### src/rtl/led_pattern_sm.sv
// rtl/led_pattern_sm.sv - multi-mode LED pattern generator (three blink rates plus walking-one chase)
// Mode FSM with auto-advance dwell timer, direct mode load and pattern pause.
module led_pattern_sm #(
  parameter int NUM_LEDS     = 4,
  parameter int HALF_P0      = 1250000,
  parameter int HALF_P1      = 2500000,
  parameter int HALF_P2      = 5000000,
  parameter int HALF_P3      = 2500000,
  parameter int DWELL_CYCLES = 50000000
) (
  input  logic                clk,
  input  logic                rst,
  input  logic                auto_en,
  input  logic                mode_load,
  input  logic [1:0]          mode_sel,
  input  logic                pause,
  output logic [NUM_LEDS-1:0] led,
  output logic [1:0]          mode,
  output logic                mode_tick
);

  localparam int MAX_01  = (HALF_P0 > HALF_P1) ? HALF_P0 : HALF_P1;
  localparam int MAX_23  = (HALF_P2 > HALF_P3) ? HALF_P2 : HALF_P3;
  localparam int MAX_H   = (MAX_01 > MAX_23) ? MAX_01 : MAX_23;
  localparam int STEP_W  = $clog2(MAX_H);
  localparam int DWELL_W = $clog2(DWELL_CYCLES);

  localparam logic [1:0] MODE0 = 2'd0;
  localparam logic [1:0] MODE1 = 2'd1;
  localparam logic [1:0] MODE2 = 2'd2;
  localparam logic [1:0] MODE3 = 2'd3;

  localparam logic [STEP_W-1:0]   H0_M1    = STEP_W'(HALF_P0 - 1);
  localparam logic [STEP_W-1:0]   H1_M1    = STEP_W'(HALF_P1 - 1);
  localparam logic [STEP_W-1:0]   H2_M1    = STEP_W'(HALF_P2 - 1);
  localparam logic [STEP_W-1:0]   H3_M1    = STEP_W'(HALF_P3 - 1);
  localparam logic [DWELL_W-1:0]  DWELL_M1 = DWELL_W'(DWELL_CYCLES - 1);
  localparam logic [NUM_LEDS-1:0] LED_ONE  = {{(NUM_LEDS-1){1'b0}}, 1'b1};

  logic [1:0]          r_mode;
  logic [NUM_LEDS-1:0] r_led;
  logic                r_tick;
  logic                r_phase;
  logic [STEP_W-1:0]   r_step;
  logic [DWELL_W-1:0]  r_dwell;

  logic [STEP_W-1:0]   w_half_m1;
  logic                w_step_done;
  logic                w_dwell_done;
  logic                w_change;
  logic [1:0]          w_next_mode;

  always_comb begin
    w_half_m1 = H0_M1;
    case (r_mode)
      MODE0:   w_half_m1 = H0_M1;
      MODE1:   w_half_m1 = H1_M1;
      MODE2:   w_half_m1 = H2_M1;
      MODE3:   w_half_m1 = H3_M1;
      default: w_half_m1 = H0_M1;
    endcase
  end

  // A load always beats dwell expiry; the loaded mode replaces the advance.
  assign w_step_done  = (r_step == w_half_m1);
  assign w_dwell_done = auto_en && !pause && (r_dwell == DWELL_M1);
  assign w_change     = mode_load || w_dwell_done;
  assign w_next_mode  = mode_load ? mode_sel : (r_mode + 2'd1);

  always_ff @(posedge clk) begin
    if (rst) begin
      r_mode  <= MODE0;
      r_led   <= '0;
      r_tick  <= 1'b0;
      r_phase <= 1'b0;
      r_step  <= '0;
      r_dwell <= '0;
    end else if (w_change) begin
      r_mode  <= w_next_mode;
      r_tick  <= 1'b1;
      r_phase <= 1'b0;
      r_step  <= '0;
      r_dwell <= '0;
      r_led   <= (w_next_mode == MODE3) ? LED_ONE : '0;
    end else begin
      r_tick <= 1'b0;
      if (!pause) begin
        if (w_step_done) begin
          r_step  <= '0;
          r_phase <= ~r_phase;
          if (r_mode == MODE3) begin
            r_led <= {r_led[NUM_LEDS-2:0], r_led[NUM_LEDS-1]};
          end else begin
            r_led <= {NUM_LEDS{~r_phase}};
          end
        end else begin
          r_step <= r_step + STEP_W'(1);
        end
      end
      if (!auto_en) begin
        r_dwell <= '0;
      end else if (!pause) begin
        r_dwell <= r_dwell + DWELL_W'(1);
      end
    end
  end

  assign led       = r_led;
  assign mode      = r_mode;
  assign mode_tick = r_tick;

endmodule

### config.mk
export PLATFORM = sky130hd
export DESIGN_NAME = led_pattern_sm
export DESIGN_NICKNAME = d
export VERILOG_FILES = /design/src/rtl/led_pattern_sm.sv
export SDC_FILE = /design/constraint.sdc
export NUM_CORES = 1
export LEC_CHECK = 0
export ABC_AREA = 0
export CAP_MARGIN = 20
export CORE_MARGIN = 10
export CORE_UTILIZATION = 30
export DETAILED_ROUTE_END_ITERATION = 16
export HOLD_SLACK_MARGIN = 0.06
export PLACE_DENSITY_LB_ADDON = 0.25
export SLEW_MARGIN = 10
export SYNTH_ARGS = -nofsm -noshare
export SYNTH_HDL_FRONTEND = slang
export SYNTH_SLANG_ARGS = --single-unit
### constraint.sdc
create_clock -name clk -period 4.8 [get_ports clk]
set_input_delay 0.72 -clock clk [delete_from_list [all_inputs] [get_ports clk]]
set_output_delay 0.72 -clock clk [all_outputs]
set_load 0.1 [all_outputs]
; Yosys cells after proc, flatten, opt, wreduce, memory -nomap -nowiden
; Cells that the tools add are included.
[classes]
n_addsub = 3
eq_ne = 7
muxes = 9
n_bitwise = 3
n_reduce_logical = 11
[op_table]
columns = cell, n
row1 = one-hot mux 23 bit (3 select lines), 1
row2 = "adder 26 x 1 -> 26 bit, second input constant", 1
row3 = "== test 26 bit, second input constant", 1
row4 = "adder 23 x 1 -> 23 bit, second input constant", 1
row5 = == test 23 bit, 1
row6 = two-way mux 23 bit, 1
row7 = two-way mux 4 bit, 4
row8 = "== test 2 bit, second input constant", 3
row9 = AND reduction 2 bit, 2
row10 = OR reduction 2 bit, 2
row11 = NOT 1 bit, 3
row12 = OR reduction 3 bit, 1
row13 = "adder 2 x 1 -> 2 bit, second input constant", 1
row14 = "== test 2 x 1 -> 1 bit, second input constant", 1
row15 = logical AND 1 bit, 2
row16 = logical NOT 2 bit, 1
row17 = two-way mux 1 bit, 2
row18 = two-way mux 2 bit, 1
row19 = "!= test 2 x 1 -> 1 bit, second input constant", 1
row20 = nonzero test 2 bit, 1
row21 = logical NOT 1 bit, 1
row22 = logical OR 1 bit, 1
[totals]
register_bits = 57
input_bits = 7
out_inout_bits = 7
word_cells = 39

; Logic depth before layout (Yosys ltp)
; Gate-level depths: netlist of the first run.
[logic_depth]
ltp_word = 7
ltp_mapped = 8
ltp_nobuf = 7

; Worst setup path before layout of the first run
; Ideal clock, no wire load.
[synth_path]
path_kind = register to register
start = reg r_mode[0] (netlist: mode[0])
end = reg r_step[12]
setup_time_ns = 0.132
arrival_ns = 2.667
required_time_ns = 4.668
slack_ns = 2.001
stages_incl_launch_ff = 8
n_path_buf = 1
period_less_slack_ns = 2.799
cell_sequence = dfxtp_1 -> inv_1 -> ha_1 -> nand3b_1 -> a2111o_1 -> nor3_4 -> buf_4 -> nor3_1
[synth_between]
elab_chain_cells = 5
word_cells_on_any_way = 8
cone_classes = eq/ne (4) / mux (2) / reduce/logical (2)
[synth_lines]
columns = element, line
row1 = "start, declared", 40  ; logic [1:0] r_mode;
row2 = "start signal, assigned", 79  ; r_mode <= w_next_mode;
row3 = == test 2 bit / == test 2 x 1 -> 1 bit (equally long branches), 55  ; case (r_mode)
row4 = OR reduction 2 bit (no line), --
row5 = one-hot mux 23 bit (3 select lines) *, 55
row6 = == test 23 bit *, 65  ; assign w_step_done = (r_step == w_half_m1);
row7 = two-way mux 23 bit *, 88  ; if (w_step_done) begin
row8 = "end signal, assigned", 97  ; r_step <= r_step + STEP_W'(1);
row9 = "end, declared", 44  ; logic [STEP_W-1:0] r_step;
; Mark *: on every way between the ends. The rest lies on a longest branch, timed or not. The select of a mux whose other input is x is not followed.
; A chain may end at the register's enable or synchronous reset.

; Worst setup path in the final report of the first run
[layout_path]
start = in pause
end = reg r_led[3] (netlist: led[3])
[layout_between]
elab_chain_cells = 6
word_cells_on_any_way = 8
cone_classes = eq/ne (1) / mux (1) / reduce/logical (6)
[layout_lines]
columns = element, line
row1 = "start, declared", 16  ; input logic pause,
row2 = logical NOT 1 bit, --
row3 = logical AND 1 bit (2 in series), 66  ; assign w_dwell_done = auto_en && !pause && (r_dwell == DWELL_M1);
row4 = logical OR 1 bit, 67  ; assign w_change = mode_load || w_dwell_done;
row5 = != test 2 x 1 -> 1 bit (no line) / nonzero test 2 bit (equally long branches), --
row6 = AND reduction 2 bit (no line), --
row7 = "end signal, assigned", 84  ; r_led <= (w_next_mode == MODE3) ? LED_ONE : '0;
row8 = "end signal, assigned", 92  ; r_led <= {r_led[NUM_LEDS-2:0], r_led[NUM_LEDS-1]};
row9 = "end signal, assigned", 94  ; r_led <= {NUM_LEDS{~r_phase}};
row10 = "end, declared", 41  ; logic [NUM_LEDS-1:0] r_led;
; Several ways; a longest one is shown, not always the timed one.

==> metrics.txt, run 1 <==
cell count after synthesis=330; Hold Crit Endpoint=r_step[1]$_SDFFE_PP0N_; clk buf depth=2; setup ws final=1.87 ns; Reg2Reg Depth=6; Detailed Place HPWL=4.61 mm; hold path start=r_step[1]$_SDFFE_PP0N_; Max FO, Critical Path=15; largest cells by area after synthesis=dfxtp_1 40%, xnor2_1 8.3%, nor2_1 6.2%, xor2_1 5.5%, nor3_1 5.1%; Cell Pwr Density=292 nW/um2; Die Width=118 um; Comb power frac=under 10%; Resized Gates After CTS=0; xor/xnor share of the synthesized area=13.8%; Worst setup SP type=primary input; Tmin final=2.93 ns; clock latency on the worst-skew pair=0.34 ns; most frequent cell after synthesis=dfxtp_1; synth cell count leaders=57 x dfxtp_1, 47 x nor2_1, 29 x nor3_1, 27 x xnor2_1, 18 x xor2_1; share of power burned in registers=49.8%; via-per-instance ratio=approximately 4.8; Die Height=approximately 120 um; VDD IR max=0.144 mV; IO buf count=13; Worst R2R Start=mode[0]$_SDFFE_PP0P_; reg2reg end=led[3]$_SDFFE_PP0P_; EDFF count, synth=0; multiplexer share of the synthesized area=less than 1%; Net Sw Power=roughly 0.00023 W; CTS sink cnt=57; hold path depth=2; final setup fails=0; Peak Freq=341 MHz; Worst EP arrival=3.10 ns; antenna violations before repair=0; Clk pwr share=44.7%; Worst-path clk slew=0.06 ns; DR pass1 iterations=4; largest net degree at the start of global routing=27; TritonCTS clock tree=yes; Max Slew Vio Count=0; DRT antenna net count=0; LEAKAGE=slightly above 1 nW; final core utilization=35.5%; adder-cell share of the synthesized area=between 2 and 2.5%; Post-Route Setup TNS=0 ns; max-cap viol count=0; CTS Hold Bufs=0; row count=35; Fillers=967; Worst Setup End Kind=register; Yosys reg bits=57; Sw Share=between 20% and 30%; post-route cell area=approximately 3300 um2; cell taking the most area after synthesis=dfxtp_1; Crit Path Class=in2reg; Root Buffer=clkbuf_8; DR vias=2323; P_int=about 0.00073 W; Synth Area in Compound Gates=~9%; Critical Path RT=approximately 5 ns; dpl ws=~1.5 ns; vias in the first global route=2337; initial detailed-routing violation count=113; Syn Std Cell Area=2860 um2; largest family of logic cells by synthesized area=simple AND/OR/NAND/NOR gates; setup skew after layout=0.00842 ns; top_reg_cell synth=dfxtp_1; register area share after synthesis=39.9%; Final Hold Violating Endpoints=0; average cell area after synthesis=around 8.7 um2; # IOs=14; number of CTS-inserted buffers=9; area grow syn2layout=15.2%; drt wl/cell=13.5 um; core area=9280 um2; Post CTS Setup Buffer Count=0; CP startpoint=pause; GP Congestion=0.749; post-synthesis simple-gate area fraction=31.0%; Final period util=61.1%; Min-Delay Path Class=reg2reg; reg2reg setup slack=1.98 ns; Detailed Route WL=6.45 mm; Die Area=13800 um2; first-pass GRT wire length=approximately 11 mm; Hold WS=0.496 ns; fraction of layout cells with a size suffix above 1=6.00%; share of synthesized flip-flops with an asynchronous set or reset=0%; htree depth=3; Final Net Count=357; diodes inserted=0; Yosys cell types=49; Synth top area share=39.9%; Congestion Overflow GR=0; relative slew slack=between 30% and 40%; Starting Density=30.8%; Slew @ Worst Pin=about 1.0 ns; DRC=0; Synth warnings=0; Mapped Nets=342; RSZ-0062 raised after global routing=no; outcome=finished clean; GRT Util Overall=9.74%; Placed Area=3100 um2
[cell type report]
type                    count  area, um2  area share (%)
clock inverters             2       10.0           0.304
well taps                 129        161            4.90
clock buffers              14        183            5.54
inverters                  10       37.5            1.14
repair buffers             15        145            4.40
multi-input cells         252       1620            49.1
flip-flops and latches     57       1140            34.6
[placed cells by master (no fill, tap or decap), drive strengths merged, types with 2 or more instances in the layout]
| cell | instances |
|---|---|
| a2111oi | 2 |
| a211oi | 4 |
| a21oi | 9 |
| a22oi | 2 |
| a31oi | 3 |
| and2 | 4 |
| and3 | 8 |
| and3b | 2 |
| and4 | 4 |
| and4b | 2 |
| buf | 2 |
| clkbuf | 14 |
| clkdlybuf4s50 | 13 |
| clkinv | 2 |
| dfxtp | 57 |
| ha | 5 |
| inv | 10 |
| mux2i | 2 |
| nand2 | 16 |
| nand2b | 4 |
| nand3 | 12 |
| nand3b | 4 |
| nand4 | 13 |
| nor2 | 47 |
| nor2b | 6 |
| nor3 | 30 |
| nor4 | 6 |
| nor4bb | 3 |
| o21ai | 5 |
| o22ai | 2 |
| xnor2 | 27 |
| xor2 | 18 |
[state kept, by name (all words and copies together), names as in the netlist]
name	cells
r_dwell	26
mode	2
r_phase	1
mode_tick	1
r_step	23
led	4
[power groups by stage]
| stage | Combinational, W | Sequential, W | Clock (W) |
|---|---|---|---|
| floorplan | 0.0000229 | 0.000503 | 0 |
| global placement | 0.0000538 | 0.000490 | 0 |
| detailed placement | 0.0000543 | 0.000490 | 0 |
| CTS | 0.0000545 | 0.000479 | 0.000445 |
| global route | 0.0000592 | 0.000480 | 0.000467 |
| finish | 0.0000537 | 0.000480 | 0.000430 |
[worst max-delay path, stage by stage]
cell and delay [ns]:
clkdlybuf4s50_1 0.40, buf_4 0.20, and3b_1 0.31, nand2_1 0.11, nor4_2 0.41, nand2b_1 0.55, buf_4 0.32, a211oi_1 0.08
[layer usage]
metal	vias up	global-route usage, %	part of all wire (%)
met3	8	3.79	4.1
met2	26	15.5	46
li1	1204	-	-
met1	1085	11.8	49
met5	-	0	0
met4	0	2.94	1.1
[worst max path at each step]
| stage | end | slack [ns] | cells past startpoint |
|---|---|---|---|
| 6_report | led[3]$_SDFFE_PP0P_ | 1.87 | 8 |
| 3_3_place_gp | led[0]$_SDFFE_PP0P_ | 1.59 | 8 |
| 3_5_place_dp | led[0]$_SDFFE_PP0P_ | 1.52 | 8 |
| 2_1_floorplan | r_step[12]$_SDFFE_PP0N_ | 2.00 | 7 |
| 5_1_grt | r_dwell[0]$_SDFFE_PP0N_ | 1.62 | 7 |
| 4_1_cts | led[0]$_SDFFE_PP0P_ | 1.88 | 8 |
[cells by family (layout without fill, tap and decap cells)]
group / after synthesis / after routing
DFF: 57 / 57
adders and majority gates: 5 / 5
xor gates and xnor gates: 45 / 45
and+or+nand+nor: 165 / 165
buffers and inverters: 21 / 41
AOI/OAI and AO/OA: 35 / 35
muxes: 2 / 2
[metrics by stage]
stage          cells  power, W
3_3_place_gp     463  0.000544
3_5_place_dp     463  0.000544
2_1_floorplan    330  0.000526
6_report         479  0.000964
5_1_grt          479   0.00101
4_1_cts          479  0.000979
(Power assumes the default switching activity.)
==> run 2, diff against run 1 <==
Clock period 4.8 ns to 2.36 ns, I/O delays scaled along.
==> metrics.txt, run 2 (synthesis gave the netlist of run 1 again) <==
Tot Pwr=0.00199 W (+110%); most common cell after layout, fill and taps aside=dfxtp_1; first-pass GRT wire length=11.7 mm (+3.2%); CP max stage delay=0.55 ns (about the same); DR vias=2363 (+1.7%); Cell Pwr Density=588 nW/um2 (+100%); Peak Freq=452 MHz; Final Hold Violating Endpoints=0 (unchanged); multi-input logic area=1620 um2 (unchanged); area grow syn2layout=18.3%; Die Area=13800 um2 (unchanged); Max Slew Vio Count=0 (unchanged); Inst Count DP=473 (+2.2%); outcome=finished clean; TritonCTS clock tree=yes; CTS Hold Bufs=0 (unchanged); Die Width=118 um (unchanged); row count=35 (unchanged); hold path start=r_step[1]$_SDFFE_PP0N_; CP startpoint=mode[0]$_SDFFE_PP0P_; setup skew after layout=0.00585 ns (-0.00257 ns); Slew @ Worst Pin=0.501 ns (-0.501 ns); LEAKAGE=1.09 nW (+7.2%); VDD IR max=0.271 mV (+87%); Hold WS=0.483 ns (-0.0136 ns); Max FO, Critical Path=14 (-1); Detailed Place HPWL=4.80 mm (+4.1%); crit path max-delay cell type=a2111o_1; diodes inserted=0 (unchanged); most frequent cells in the layout=55 x dfxtp_1, 47 x nor2_1, 29 x nor3_1; Placed Area=3190 um2 (+2.8%); Root Buffer=clkbuf_8; Crit Path Class=reg2reg; Critical Path RT=2.58 ns (-2.39 ns); drt wl/cell=13.6 um (+1.2%); Post-Route Setup TNS=0 ns (unchanged); Starting Density=30.8% (unchanged); # IOs=14 (unchanged); Die Height=118 um (unchanged); post-route cell area=3390 um2 (+2.7%); CTS sink cnt=57 (unchanged); CP bufs+invs=2 (-1); Post CTS Setup Buffer Count=0 (unchanged); Detailed Route WL=6.66 mm (+3.3%); initial detailed-routing violation count=172 (+52%); crit-path leading delay family=compound AO/OA/AOI/OAI gates; number of CTS-inserted buffers=9 (unchanged); GRT Util Overall=10.1% (+0.33 points); via-per-instance ratio=4.83 (-0.36%); Worst setup SP type=register; max FFs per register=26 (unchanged); Worst EP arrival=2.44 ns (-0.66 ns); fraction of layout cells with a size suffix above 1=11.4% (+5.4 points); DRC=0 (unchanged); Largest Register=r_dwell; Worst-path clk slew=0.06 ns (about the same); htree depth=3 (unchanged); Worst R2R Start=mode[0]$_SDFFE_PP0P_; GP Congestion=0.803 (+7.2%); Fillers=1008 (+4.2%); Congestion Overflow GR=0 (unchanged); clock latency on the worst-skew pair=0.34 ns (about the same); Final period util=93.8%; RSZ-0062 raised after global routing=no; max-cap viol count=0 (unchanged); FF+latch area=1150 um2 (+0.44%); critical-path cell list=inv_1 > ha_1 > nand3b_1 > a2111o_1 > nor3_4 > buf_4 > nor3_1; Resized Gates After CTS=0 (unchanged); DRT antenna net count=0 (unchanged); IO buf count=13 (unchanged); vias in the first global route=2372 (+1.5%); relative slew slack=66.4% (+33 points); Final Net Count=367 (+2.8%); Tmin final=2.21 ns; Min-Delay Path Class=reg2reg; clk buf depth=2 (unchanged); Worst Setup End Kind=register; Layout Cells excl Fill=489 (+2.1%); antenna violations before repair=0 (unchanged); core area=9280 um2 (unchanged); largest net degree at the start of global routing=28 (+3.7%); final setup fails=0 (unchanged); DR pass1 iterations=5 (+1)
[run 2: layer usage]
layer  share of wire [%]  wire (um)  global-route usage [%]  vias to the layer above
li1                    -          -                       -                     1220
met1                  48       3200                    12.3                     1108
met2                  47       3150                    16.2                       27
met3                 3.7        248                    3.60                        8
met4                0.89         59                    3.01                        0
met5                   0          0                       0                        -
[run 2: path summary, 6_finish.rpt]
kind                                                end  slack, ns  depth (start not counted)
worst max-delay path            r_step[12]$_SDFFE_PP0N_       0.15                          7
worst min-delay path             r_step[1]$_SDFFE_PP0N_       0.48                          2
worst max register to register  r_step[12]$_SDFFE_PP0N_       0.15                          7
worst min register to register   r_step[1]$_SDFFE_PP0N_       0.48                          2
[run 2: report_power, final]
group | switching (W) | internal [W]
Clock | 0.000389 | 0.000508
Combinational | 0.0000786 | 0.0000386
Sequential | 0.00000787 | 0.000968
[run 2: worst min-delay path, stage by stage (launching register included)]
cell	delay, ns
dfxtp_1	0.32
nand2_1	0.06
a21oi_1	0.05
[run 2: final cells by class]
| class | instances | share of cell area [%] |
|---|---|---|
| multi-input combinational | 252 | 47.8 |
| inverter | 10 | 1.11 |
| clock buffer | 10 | 4.07 |
| tap | 129 | 4.77 |
| sequential | 57 | 33.9 |
| timing repair buffer | 25 | 6.73 |
| clock inverter | 6 | 1.70 |
[run 2: stage by stage]
| stage | setup WS [ns] | util, % |
|---|---|---|
| global route | 0.0272 | 36.5 |
| detailed placement | 0.137 | 34.4 |
| floorplan | 0.0109 | - |
| finish | 0.145 | 36.5 |
| global placement | 0.145 | 34.4 |
| CTS | 0.126 | 36.5 |
==> run 3, diff against run 2 <==
Settings changed: GPL_ROUTABILITY_DRIVEN from default to 0, MAX_ROUTING_LAYER from default to met4.
==> metrics.txt, run 3 (synthesis gave the netlist of run 1 again) <==
initial detailed-routing violation count=170 (-1.2%); Placed Area=3190 um2 (unchanged); hold path start=r_phase$_SDFFE_PP0P_; Die Width=118 um (unchanged); reg2reg end=r_step[12]$_SDFFE_PP0N_; Max Slew Vio Count=0 (unchanged); GRT Util Overall=10.4% (+0.28 points); DR pass1 iterations=5 (unchanged); Die Height=118 um (unchanged); Root Buffer=clkbuf_8; VDD IR max=0.271 mV (about the same); htree depth=3 (unchanged); row count=35 (unchanged); Detailed Place HPWL=4.80 mm (unchanged); outcome=finished clean; Final Net Count=367 (unchanged); Resized Gates After CTS=0 (unchanged); via-per-instance ratio=4.82 (-0.30%); Congestion Overflow GR=0 (unchanged); Tmin final=2.21 ns (-0.00107 ns); max-cap viol count=0 (unchanged); most frequent cells in the layout=55 x dfxtp_1, 47 x nor2_1, 29 x nor3_1; Die Area=13800 um2 (unchanged); Reg2Reg Depth=7 (unchanged); number of CTS-inserted buffers=9 (unchanged); DR vias=2356 (-0.30%); clock latency on the worst-skew pair=0.33 ns (about the same); reg2reg setup slack=0.15 ns (about the same); LEAKAGE=1.09 nW (unchanged); max FFs per register=26 (unchanged); Critical Path RT=2.58 ns (about the same); Min-Delay Path Class=reg2reg; post-route cell area=3390 um2 (unchanged); Final period util=93.8% (about the same); Final Hold Violating Endpoints=0 (unchanged); fraction of layout cells with a size suffix above 1=11.4% (unchanged); clk buf depth=2 (unchanged); Cell Pwr Density=587 nW/um2 (-0.17%); CTS Hold Bufs=0 (unchanged); IO buf count=13 (unchanged); Post CTS Setup Buffer Count=0 (unchanged); critical-path cell list=inv_1 > ha_1 > nand3b_1 > a2111o_1 > nor3_4 > buf_4 > nor3_1; Crit Path Class=reg2reg; DRC=0 (unchanged); first-pass GRT wire length=11.7 mm (unchanged); largest net degree at the start of global routing=28 (unchanged); TritonCTS clock tree=yes; RSZ-0062 raised after global routing=no; Worst setup SP type=register; relative slew slack=67.0% (+0.60 points); Slew @ Worst Pin=0.489 ns (-0.0124 ns); antenna violations before repair=0 (unchanged); CP bufs+invs=2 (unchanged); # IOs=14 (unchanged); area grow syn2layout=18.3% (unchanged); Starting Density=30.8% (unchanged); Hold Crit Endpoint=r_phase$_SDFFE_PP0P_; Worst EP arrival=2.43 ns (about the same); Post-Route Setup TNS=0 ns (unchanged); Max FO, Critical Path=14 (unchanged); CTS sink cnt=57 (unchanged); final setup fails=0 (unchanged); Worst R2R Start=mode[0]$_SDFFE_PP0P_; core area=9280 um2 (unchanged); drt wl/cell=13.5 um (-0.89%); hold path depth=2 (unchanged); diodes inserted=0 (unchanged); DRT antenna net count=0 (unchanged); Peak Freq=452 MHz (about the same); crit path max-delay cell type=a2111o_1; Largest Register=r_dwell; CP max stage delay=0.55 ns (about the same); Worst-path clk slew=0.06 ns (about the same); vias in the first global route=2367 (-0.21%); Worst Setup End Kind=register; most common cell after layout, fill and taps aside=dfxtp_1; Detailed Route WL=6.60 mm (-0.89%); setup skew after layout=0.00641 ns (+0.000563 ns); crit-path leading delay family=compound AO/OA/AOI/OAI gates
-- run 3: how the worst max path moves through the flow --
stage / from / end / slack (ns) / depth (start not counted)
2_1_floorplan: mode[1]$_SDFFE_PP0P_ / r_step[12]$_SDFFE_PP0N_ / 0.01 / 7
3_3_place_gp: pause / r_step[20]$_SDFFE_PP0N_ / 0.14 / 7
3_5_place_dp: mode[0]$_SDFFE_PP0P_ / r_step[13]$_SDFFE_PP0N_ / 0.14 / 7
4_1_cts: mode[0]$_SDFFE_PP0P_ / r_step[8]$_SDFFE_PP0N_ / 0.13 / 7
5_1_grt: mode[0]$_SDFFE_PP0P_ / r_step[5]$_SDFFE_PP0N_ / 0.03 / 7
6_report: mode[0]$_SDFFE_PP0P_ / r_step[12]$_SDFFE_PP0N_ / 0.15 / 7
-- run 3: worst reg2reg max path: cells and delay by family, from the launching register on --
kind                     cells  cell delay (ns)
buffers and inverters        2             0.31
flip-flops                   1             0.41
adder cells (fa/ha/maj)      1             0.28
AO/OA/AOI/OAI                1             0.55
AND/OR/NAND/NOR              3             0.55
-- run 3: area by class of cell --
cell class	count	area [um2]
clock buffer	10	138
clock inverter	6	57.6
fill	1008	5900
inverter	10	37.5
multi-input combinational	252	1620
sequential	57	1150
tap	129	161
timing repair buffer	25	228
-- run 3: stage by stage --
stage | std cells | hold WS, ns | power (W) | worst slack, ns | util (%)
CTS | 489 | 0.486 | 0.00203 | 0.126 | 36.5
detailed placement | 473 | 0.474 | 0.00112 | 0.137 | 34.4
global route | 489 | 0.527 | 0.00209 | 0.0272 | 36.5
finish | 489 | 0.483 | 0.00199 | 0.146 | 36.5
global placement | 473 | 0.468 | 0.00111 | 0.145 | 34.4
floorplan | 330 | 0.426 | 0.00107 | 0.0109 | -
-- run 3: report_power, final --
part	internal [W]	switching, W
registers	0.000968	0.00000768
clock network	0.000508	0.000385
logic	0.0000386	0.0000789
-- run 3: metal layers --
layer | GRT usage (%) | share of wire, %
met1 | 12.4 | 49
met2 | 16.2 | 47
met3 | 3.45 | 3.3
met4 | 3.01 | 0.83
met5 | - | 0
